### config.mk
export PLATFORM = sky130hd
export DESIGN_NAME = sg13g2_cell_bist
export DESIGN_NICKNAME = d
export VERILOG_FILES = /design/src/rtl/sg13g2_bist_pkg.sv /design/src/rtl/sg13g2_bist_lfsr16.sv /design/src/rtl/sg13g2_cell_bist.sv
export SDC_FILE = /design/constraint.sdc
export NUM_CORES = 1
export LEC_CHECK = 0
export CORE_AREA = 2 2 91 93
export DETAILED_ROUTE_END_ITERATION = 6
export DIE_AREA = 0 0 93 95
export PLACE_DENSITY = 0.79
export SLEW_MARGIN = 5
export SYNTH_ARGS = -nofsm -noshare
export SYNTH_HDL_FRONTEND = slang
export SYNTH_SLANG_ARGS = --single-unit
### constraint.sdc
create_clock -name cp -period 2.3 [get_ports cp]
set_clock_uncertainty 0.2 [all_clocks]
set_input_delay 0.575 -clock cp [delete_from_list [all_inputs] [get_ports cp]]
set_output_delay 0.575 -clock cp [all_outputs]
set_load 0.02 [all_outputs]
### src/rtl/sg13g2_bist_pkg.sv
// -----------------------------------------------------------------------------
// sg13g2_bist_pkg
// Shared definitions for the sg13g2 cell BIST stage: controller state
// encoding, shift-register width, feedback tap mask and default seed.
// -----------------------------------------------------------------------------
package sg13g2_bist_pkg;

  localparam int unsigned SR_W = 16;

  // Taps at bits 15,13,12,10: x^16 + x^14 + x^13 + x^11 + 1
  localparam logic [SR_W-1:0] TAP_MASK = 16'hB400;

  // An all-zero LFSR is a lock-up state, so zero seeds map to this value
  localparam logic [SR_W-1:0] DEFAULT_SEED = 16'h0001;

  typedef enum logic [2:0] {
    IDLE  = 3'd0,
    SEED  = 3'd1,
    RUN   = 3'd2,
    DRAIN = 3'd3,
    CMP   = 3'd4,
    DONE  = 3'd5
  } state_t;

  // One shift step: feedback is the parity of the tapped bits, then the
  // optional input vector is folded in (zero for a plain LFSR).
  function automatic logic [SR_W-1:0] sr_next(input logic [SR_W-1:0] cur,
                                               input logic [SR_W-1:0] xin);
    return {cur[SR_W-2:0], ^(cur & TAP_MASK)} ^ xin;
  endfunction

endpackage

### src/rtl/sg13g2_bist_lfsr16.sv
// -----------------------------------------------------------------------------
// sg13g2_bist_lfsr16
// 16-bit Fibonacci shift register with fixed tap mask, parallel load, shift
// enable and an XOR-in vector. Used as the stimulus LFSR (xin = 0) and as the
// response MISR (xin = zero-extended responses).
//   cp       : clock, rising edge
//   cdn      : asynchronous active-low reset, loads RST_VAL
//   load     : parallel load of load_val (wins over en)
//   load_val : value loaded when load = 1
//   en       : advance one step
//   xin      : vector XORed into the next state on each step
//   q        : current register value
// -----------------------------------------------------------------------------
module sg13g2_bist_lfsr16
  import sg13g2_bist_pkg::*;
#(
  parameter logic [15:0] RST_VAL = 16'h0000
) (
  input  logic        cp,
  input  logic        cdn,
  input  logic        load,
  input  logic [15:0] load_val,
  input  logic        en,
  input  logic [15:0] xin,
  output logic [15:0] q
);

  logic [15:0] sr_r;

  // Shift register state: reset, load, step or hold
  always_ff @(posedge cp or negedge cdn) begin
    if (!cdn) begin
      sr_r <= RST_VAL;
    end else if (load) begin
      sr_r <= load_val;
    end else if (en) begin
      sr_r <= sr_next(sr_r, xin);
    end else begin
      sr_r <= sr_r;
    end
  end

  assign q = sr_r;

endmodule

### src/rtl/sg13g2_cell_bist.sv
// -----------------------------------------------------------------------------
// sg13g2_cell_bist
// BIST controller for a cell-under-test cluster: drives LFSR stimulus, compacts
// responses into a 16-bit MISR signature and compares it with a golden value.
//   cp, cdn   : clock (rising edge), asynchronous active-low reset
//   start     : level request, honoured only in IDLE
//   abort     : synchronous abort to IDLE from any state (beats start)
//   n_pat     : number of patterns, captured on start
//   seed      : LFSR seed, captured on start (0 maps to 16'h0001)
//   golden    : expected signature, compared in CMP
//   stim      : low N_IN bits of the LFSR
//   stim_vld  : stim carries a counted pattern this cycle
//   resp      : cluster responses, RESP_LAT cycles behind stim
//   busy      : high in SEED/RUN/DRAIN/CMP
//   done      : high in DONE
//   pass      : signature matched golden (valid with done)
//   signature : current MISR value
// -----------------------------------------------------------------------------
module sg13g2_cell_bist
  import sg13g2_bist_pkg::*;
#(
  parameter int unsigned N_IN     = 4,
  parameter int unsigned N_OUT    = 8,
  parameter int unsigned RESP_LAT = 1
) (
  input  logic             cp,
  input  logic             cdn,
  input  logic             start,
  input  logic             abort,
  input  logic [15:0]      n_pat,
  input  logic [15:0]      seed,
  input  logic [15:0]      golden,
  output logic [N_IN-1:0]  stim,
  output logic             stim_vld,
  input  logic [N_OUT-1:0] resp,
  output logic             busy,
  output logic             done,
  output logic             pass,
  output logic [15:0]      signature
);

  state_t              state_r;
  logic [15:0]         cnt_r;
  logic [15:0]         seed_r;
  logic [1:0]          drn_r;
  logic [RESP_LAT-1:0] pipe_r;
  logic                stim_vld_r;
  logic                busy_r;
  logic                done_r;
  logic                pass_r;

  logic [RESP_LAT:0]   pipe_ext_s;
  logic [15:0]         lfsr_q_s;
  logic [15:0]         misr_q_s;
  logic [15:0]         misr_xin_s;
  logic [15:0]         seed_val_s;
  logic                seed_ld_s;
  logic                lfsr_en_s;
  logic                misr_en_s;

  // Valid pipe input concatenated so any RESP_LAT (including 1) slices cleanly
  assign pipe_ext_s = {pipe_r, stim_vld_r};

  // abort freezes both shift registers so the signature stays readable
  assign seed_ld_s  = (state_r == SEED) && !abort;
  assign lfsr_en_s  = (state_r == RUN) && !abort;
  assign misr_en_s  = pipe_r[RESP_LAT-1] && !abort;
  assign seed_val_s = (seed_r == 16'h0000) ? DEFAULT_SEED : seed_r;

  // Zero-extend the responses to the MISR width
  always_comb begin
    misr_xin_s = 16'h0000;
    misr_xin_s[N_OUT-1:0] = resp;
  end

  sg13g2_bist_lfsr16 #(.RST_VAL(DEFAULT_SEED)) u_lfsr (
    .cp       (cp),
    .cdn      (cdn),
    .load     (seed_ld_s),
    .load_val (seed_val_s),
    .en       (lfsr_en_s),
    .xin      (16'h0000),
    .q        (lfsr_q_s)
  );

  sg13g2_bist_lfsr16 #(.RST_VAL(16'h0000)) u_misr (
    .cp       (cp),
    .cdn      (cdn),
    .load     (seed_ld_s),
    .load_val (16'h0000),
    .en       (misr_en_s),
    .xin      (misr_xin_s),
    .q        (misr_q_s)
  );

  // Controller FSM with pattern counter, drain counter, valid pipe and flags
  always_ff @(posedge cp or negedge cdn) begin
    if (!cdn) begin
      state_r    <= IDLE;
      cnt_r      <= 16'h0000;
      seed_r     <= 16'h0000;
      drn_r      <= 2'd0;
      pipe_r     <= '0;
      stim_vld_r <= 1'b0;
      busy_r     <= 1'b0;
      done_r     <= 1'b0;
      pass_r     <= 1'b0;
    end else if (abort) begin
      state_r    <= IDLE;
      pipe_r     <= '0;
      stim_vld_r <= 1'b0;
      busy_r     <= 1'b0;
      done_r     <= 1'b0;
      pass_r     <= 1'b0;
    end else begin
      pipe_r <= pipe_ext_s[RESP_LAT-1:0];
      case (state_r)
        IDLE: begin
          if (start) begin
            state_r <= SEED;
            busy_r  <= 1'b1;
            cnt_r   <= n_pat;
            seed_r  <= seed;
          end
        end
        SEED: begin
          pass_r <= 1'b0;
          if (cnt_r != 16'h0000) begin
            state_r    <= RUN;
            stim_vld_r <= 1'b1;
          end else begin
            // No patterns: still spend RESP_LAT cycles in DRAIN
            state_r <= DRAIN;
            drn_r   <= 2'(RESP_LAT - 1);
          end
        end
        RUN: begin
          cnt_r <= cnt_r - 16'd1;
          if (cnt_r == 16'd1) begin
            state_r    <= DRAIN;
            stim_vld_r <= 1'b0;
            drn_r      <= 2'(RESP_LAT - 1);
          end
        end
        DRAIN: begin
          // Last counted response is folded in on the edge leaving DRAIN
          if (drn_r == 2'd0) begin
            state_r <= CMP;
          end else begin
            drn_r <= drn_r - 2'd1;
          end
        end
        CMP: begin
          pass_r  <= (misr_q_s == golden);
          busy_r  <= 1'b0;
          done_r  <= 1'b1;
          state_r <= DONE;
        end
        DONE: begin
          // Wait for start to drop: no automatic retrigger
          if (!start) begin
            state_r <= IDLE;
            done_r  <= 1'b0;
          end
        end
        default: begin
          state_r    <= IDLE;
          stim_vld_r <= 1'b0;
          busy_r     <= 1'b0;
          done_r     <= 1'b0;
          pass_r     <= 1'b0;
        end
      endcase
    end
  end

  assign stim      = lfsr_q_s[N_IN-1:0];
  assign stim_vld  = stim_vld_r;
  assign busy      = busy_r;
  assign done      = done_r;
  assign pass      = pass_r;
  assign signature = misr_q_s;

endmodule

# Yosys cells after proc, flatten, opt, wreduce, memory -nomap -nowiden
# Cells that the tools add are included.
# totals
memories	0
latch_bits	0
reg_bits	74
ram_bits	0
romBits	0
# classes
eq_ne	20
magnitude_cmp	0
bitwise_logic	2
addsub	2
shift	0
multipliers	0
reduce_logical	25
div	0
muxes	31
# ops
op	count
$mux W16	6
$pmux W16 S2	1
$reduce_xor A16 Y1	2
$pmux W3 S6	1
$eq A16 B1 Y1 const B	1
$eq A16 B16 Y1	1
$logic_not A16 Y1	1
$reduce_bool A16 Y1	1
$reduce_or A4 Y1	4
$sub A16 B1 Y16 const B	1
$xor A16 B8 Y16	1
$mux W3	5
$mux W1	10
$ne A2 B1 Y1 const B	5
$ne A3 B3 Y1 const B	3
$reduce_and A3 Y1	3
$eq A3 B2 Y1 const B	2
$eq A3 B3 Y1 const B	2
$mux W2	3
$ne A2 B2 Y1 const B	3
$ne A3 B2 Y1 const B	2
$pmux W1 S3	2
$pmux W2 S3	1
$reduce_bool A2 Y1	3
12 further kinds	16

# Logic depth before layout (Yosys ltp)
# depth
depth_word	4
mapped_depth	7
mapped_depth_nobuf	6

# Modules after synthesis
# A second synthesis with hierarchy kept.
# unflattened
hier_cells	456
area_unflattened_um2	4409.2
# by_module_without_submodules
module	area_each_um2	cells_each	n_inst
sg13g2_cell_bist	2586.2	280	1
sg13g2_bist_lfsr16 at u_lfsr	912.1	88	1
sg13g2_bist_lfsr16 at u_misr	910.9	88	1

# Least setup slack after synthesis
# Ideal clock, no wire load.
# synth_timing
path_kind	register -> register
startpoint	reg cnt_r[0]
endpoint	reg cnt_r[14]
required_ns	1.979
path_stages_with_launch	7
slack_ns	0.405
setup_ns	0.121
n_path_buf	0
arrival_time_ns	1.574
path_cell_list	dfrtp_1 -> inv_1 -> ha_1 -> nor3b_2 -> nand4_1 -> a21o_1 -> a22o_1
# synth_between
elab_chain_len	2
# synth_lines
item	line_no	rtl
start: declaration	sg13g2_cell_bist.sv:43	logic [15:0] cnt_r;
start signal: assignment	sg13g2_cell_bist.sv:122	cnt_r <= n_pat;
start signal: assignment	sg13g2_cell_bist.sv:138	cnt_r <= cnt_r - 16'd1;
$sub A16 B1 Y16	sg13g2_cell_bist.sv:138	
$pmux W16 S2	sg13g2_cell_bist.sv:117	case (state_r)
# Every way passes these cells.
# A chain may end at the register's enable or synchronous reset.

# Worst setup path after layout
# layout_timing
startpoint	reg u_misr.sr_r[13], in the netlist u_misr.q[13]
endpoint	out signature[13]
# layout_rtl
item	line_no	rtl
start: declaration	sg13g2_bist_lfsr16.sv:28	logic [15:0] sr_r;
start signal: assignment	sg13g2_bist_lfsr16.sv:35	sr_r <= load_val;
start signal: assignment	sg13g2_bist_lfsr16.sv:37	sr_r <= sr_next(sr_r, xin);
start signal: assignment	sg13g2_bist_lfsr16.sv:39	sr_r <= sr_r;
end: declaration	sg13g2_cell_bist.sv:39	output logic [15:0] signature
# No word-level cell between the ends.

==> results.py <==
metrics = {
    "global_routing": {
        "grt_max_degree": 37,
        "grt_usage_pct": 21.8,
        "antenna_found_initial": 0,
        "first_global_vias": 3187,
        "overflow": 0,
        "grt_pass1_wl_mm": 15.0,
    },
    "sta": {
        "slew_violations": 0,
        "fmax_ghz": 0.444,
        "finalCriticalPeriod_ps": 2250,
        "period_share_pct": 97.9,
        "layout_setup_ws_ps": 49.2,
        "finalSetupViolCount": 0,
        "slew_headroom_pct": 38.6,
        "tightest_slew_ps": 917,
        "setup-tns-final_ps": 0,
        "holdWs_ps": 14.5,
        "finalHoldViolations": 0,
        "rsz0062_at_grt": "no",
    },
    "setup_path": {
        "crit_fanout": 5,
        "path_buf_inv": 1,
        "critPathMaxStageDelay_ps": 660,
        "cp-start-kind": "flop",
        "r2r_setup_slack_ps": 160,
        "arrival_ps": 1480,
        "crit_chain": "clkdlybuf4s50_1",
        "reg2regPathDepth": 4,
        "worstSetupPathDepth": 1,
        "crit_path_top_delay_cell": "clkdlybuf4s50_1",
        "required_ps": 1520,
        "crit_type": "reg -> out",
        "cpLargestDelayFamily": "buffers and inverters",
        "crit_path_end_kind": "primary output",
    },
    "yosys": {
        "dominantRegCellSynth": "dfrtp_1",
        "synthArstFlopShare_pct": 100,
        "ys_seq_area_share_pct": 47.5,
        "syn_area_per_cell_um2": 10.4,
        "synth_most_common_cell": "dfrtp_1",
        "synth_common_cells": "dfrtp_1, o21ai_1, xor2_1, nand2_1, nor2_1",
        "synth_area_leaders": "dfrtp_1, xor2_1, mux2i_1, a22o_1, o21ai_1",
        "ys_warn_count": 0,
        "syn_nets": 438,
        "netlist_area_um2": 3900,
        "ys_types": 53,
        "synth_top_area_share_pct": 46.8,
        "synth_largest_area_cell": "dfrtp_1",
        "ys_ff_latch": 74,
        "synth-edff-count": 0,
        "syn_inst": 375,
    },
    "power": {
        "power.density_nw_per_um2": 929,
        "seq_power_share_pct": 45.2,
        "ir_drop_uv": 541,
        "p_sw_mw": 1.73,
        "internal_power_mw": 3.09,
        "finalPower_mw": 4.82,
        "p_leak_nw": 2.20,
        "p_sw_share_pct": 35.9,
        "pwr-share-clk_pct": 21.3,
        "comb_power_share_pct": 33.4,
    },
    "route": {
        "wl_per_cell_um": 15.8,
        "drt-total-wl_mm": 9.13,
        "num_vias": 3264,
        "first_pass_iters": 5,
        "post-route-drc-count": 0,
        "drtAntennaViolNets": 0,
        "viasPerCell": 5.66,
        "drt_iter0_drc": 106,
    },
    "placement": {
        "dp_hpwl_mm": 6.70,
        "place_congestion": 0.894,
        "portBuffers": 83,
        "dp_worst_setup_slack_ps": -163,
    },
    "run": {
        "maxCapViolCount": 0,
    },
    "floorplan": {
        "io_pins": 84,
        "die_area_um2": 8840,
        "die_w_um": 93,
        "fp.dieH_um": 95,
        "rows": 33,
        "core_area_um2": 7930,
        "initial_core_util_pct": 49.2,
    },
    "finish": {
        "layout.nets": 530,
        "multi_input_area_um2": 1890,
        "antenna_cells": 0,
        "drive_gt1_share_pct": 12.3,
        "ff_latch_area_um2": 1850,
        "fill_cells": 647,
        "syn_to_final_growth_pct": 33.0,
    },
    "cts": {
        "ctsHoldBuffers": 0,
        "cts_inserted_buffers": 9,
        "cts_tree": "yes",
        "path_clk_slew_ps": 80,
        "clock_sinks": 74,
        "cts_root_buf": "clkbuf_8",
        "ctsHtreeMaxLevel": 3,
        "cts.path.max_buffers": 2,
        "clock_latency_ps": 350,
    },
    "hold_path": {
        "hp-class": "in -> async",
    },
    "outcome": {
        "outcome": "finished clean",
    },
}
==> through the flow <==
| step | area (µm²) | std cells | utilization, % |
|---|---|---|---|
| floorplan | 3900 | 375 | - |
| global placement | 4980 | 561 | 62.8 |
| detailed placement | 4980 | 561 | 62.8 |
| CTS | 5180 | 577 | 65.4 |
| global route | 5190 | 577 | 65.5 |
| finish | 5190 | 577 | 65.5 |
==> what timing repair did <==
item / in CTS / in global routing
endpoints found under the setup margin: 0 / 3
gates resized for setup: 0 / 3
setup buffers: 0 / 0
==> cells by family (layout without fill, tap and decap cells) <==
family	Yosys count	after routing	share of synthesized area [%]
fa+ha+maj	3	3	0.962
compound gates	106	106	17.5
mux	33	33	8.97
buf+inv	35	132	4.23
flops	74	74	47.5
simple gates	93	93	13.9
xor+xnor	31	31	6.96
==> metal layers <==
layer | up-vias | GRT usage [%] | routed length, µm
li1 | 1555 | - | -
met1 | 1582 | 27.7 | 4010
met2 | 111 | 36.5 | 4410
met3 | 16 | 4.47 | 534
met4 | 0 | 8.70 | 178
met5 | - | 0 | 0
==> area by class of cell <==
| cell class | instances | share of cell area [%] |
|---|---|---|
| clock inverter | 6 | 1.25 |
| inverter | 11 | 0.795 |
| clock buffer | 10 | 2.65 |
| timing repair buffer | 105 | 20.7 |
| tap | 105 | 2.53 |
| multi-input combinational | 266 | 36.4 |
| sequential | 74 | 35.7 |
==> registers in the layout, indices dropped and copies added, names as in the netlist <==
name / flops
pass: 1
pipe_r: 1
stim_vld: 1
done: 1
cnt_r: 16
drn_r: 2
seed_r: 16
u_lfsr.q: 16
u_misr.q: 16
state_r: 3
busy: 1
==> path summary, 6_finish.rpt <==
path | from | endpoint
max | u_misr.q[13] | signature[13]
min | cdn | busy
max reg2reg | state_r[2] | u_misr.q[9]
min reg2reg | u_lfsr.q[0] | u_lfsr.q[0]
max in group asynchronous | cdn | stim_vld
min in group cp | u_lfsr.q[0] | u_lfsr.q[0]
==> cell usage in the layout, fill, tap and decap left out, types with 3 or more instances in the layout <==
master	instances
a22o_1	17
nor4_1	10
dlymetal6s2s_1	3
mux2i_1	17
o31ai_1	3
or4_1	3
o21ai_1	28
nand2_1	20
nand2b_1	4
xnor2_1	9
clkdlybuf4s50_1	79
a32oi_1	3
a21oi_1	16
nand3_1	7
buf_12	6
buf_4	16
and3_1	3
a22oi_1	5
ha_1	3
inv_1	11
o21ai_0	14
nand4_1	6
dfrtp_1	73
mux2_1	6
xor2_1	22
nor3_1	6
nor3b_2	3
clkbuf_8	10
nor2_1	19
a31oi_1	4
mux2_2	10
==> power groups by stage <==
stage                     Combinational, mW  Clock (mW)  Sequential (mW)
final                                  1.61        1.03             2.18
after global routing                   1.78        1.10             2.25
after CTS                              1.63        1.05             2.19
after detailed placement               1.62           0             2.20
after global placement                 1.56           0             2.18
after floorplan                        1.03           0             2.14
No activity file was read; power rests on OpenSTA's default activity.
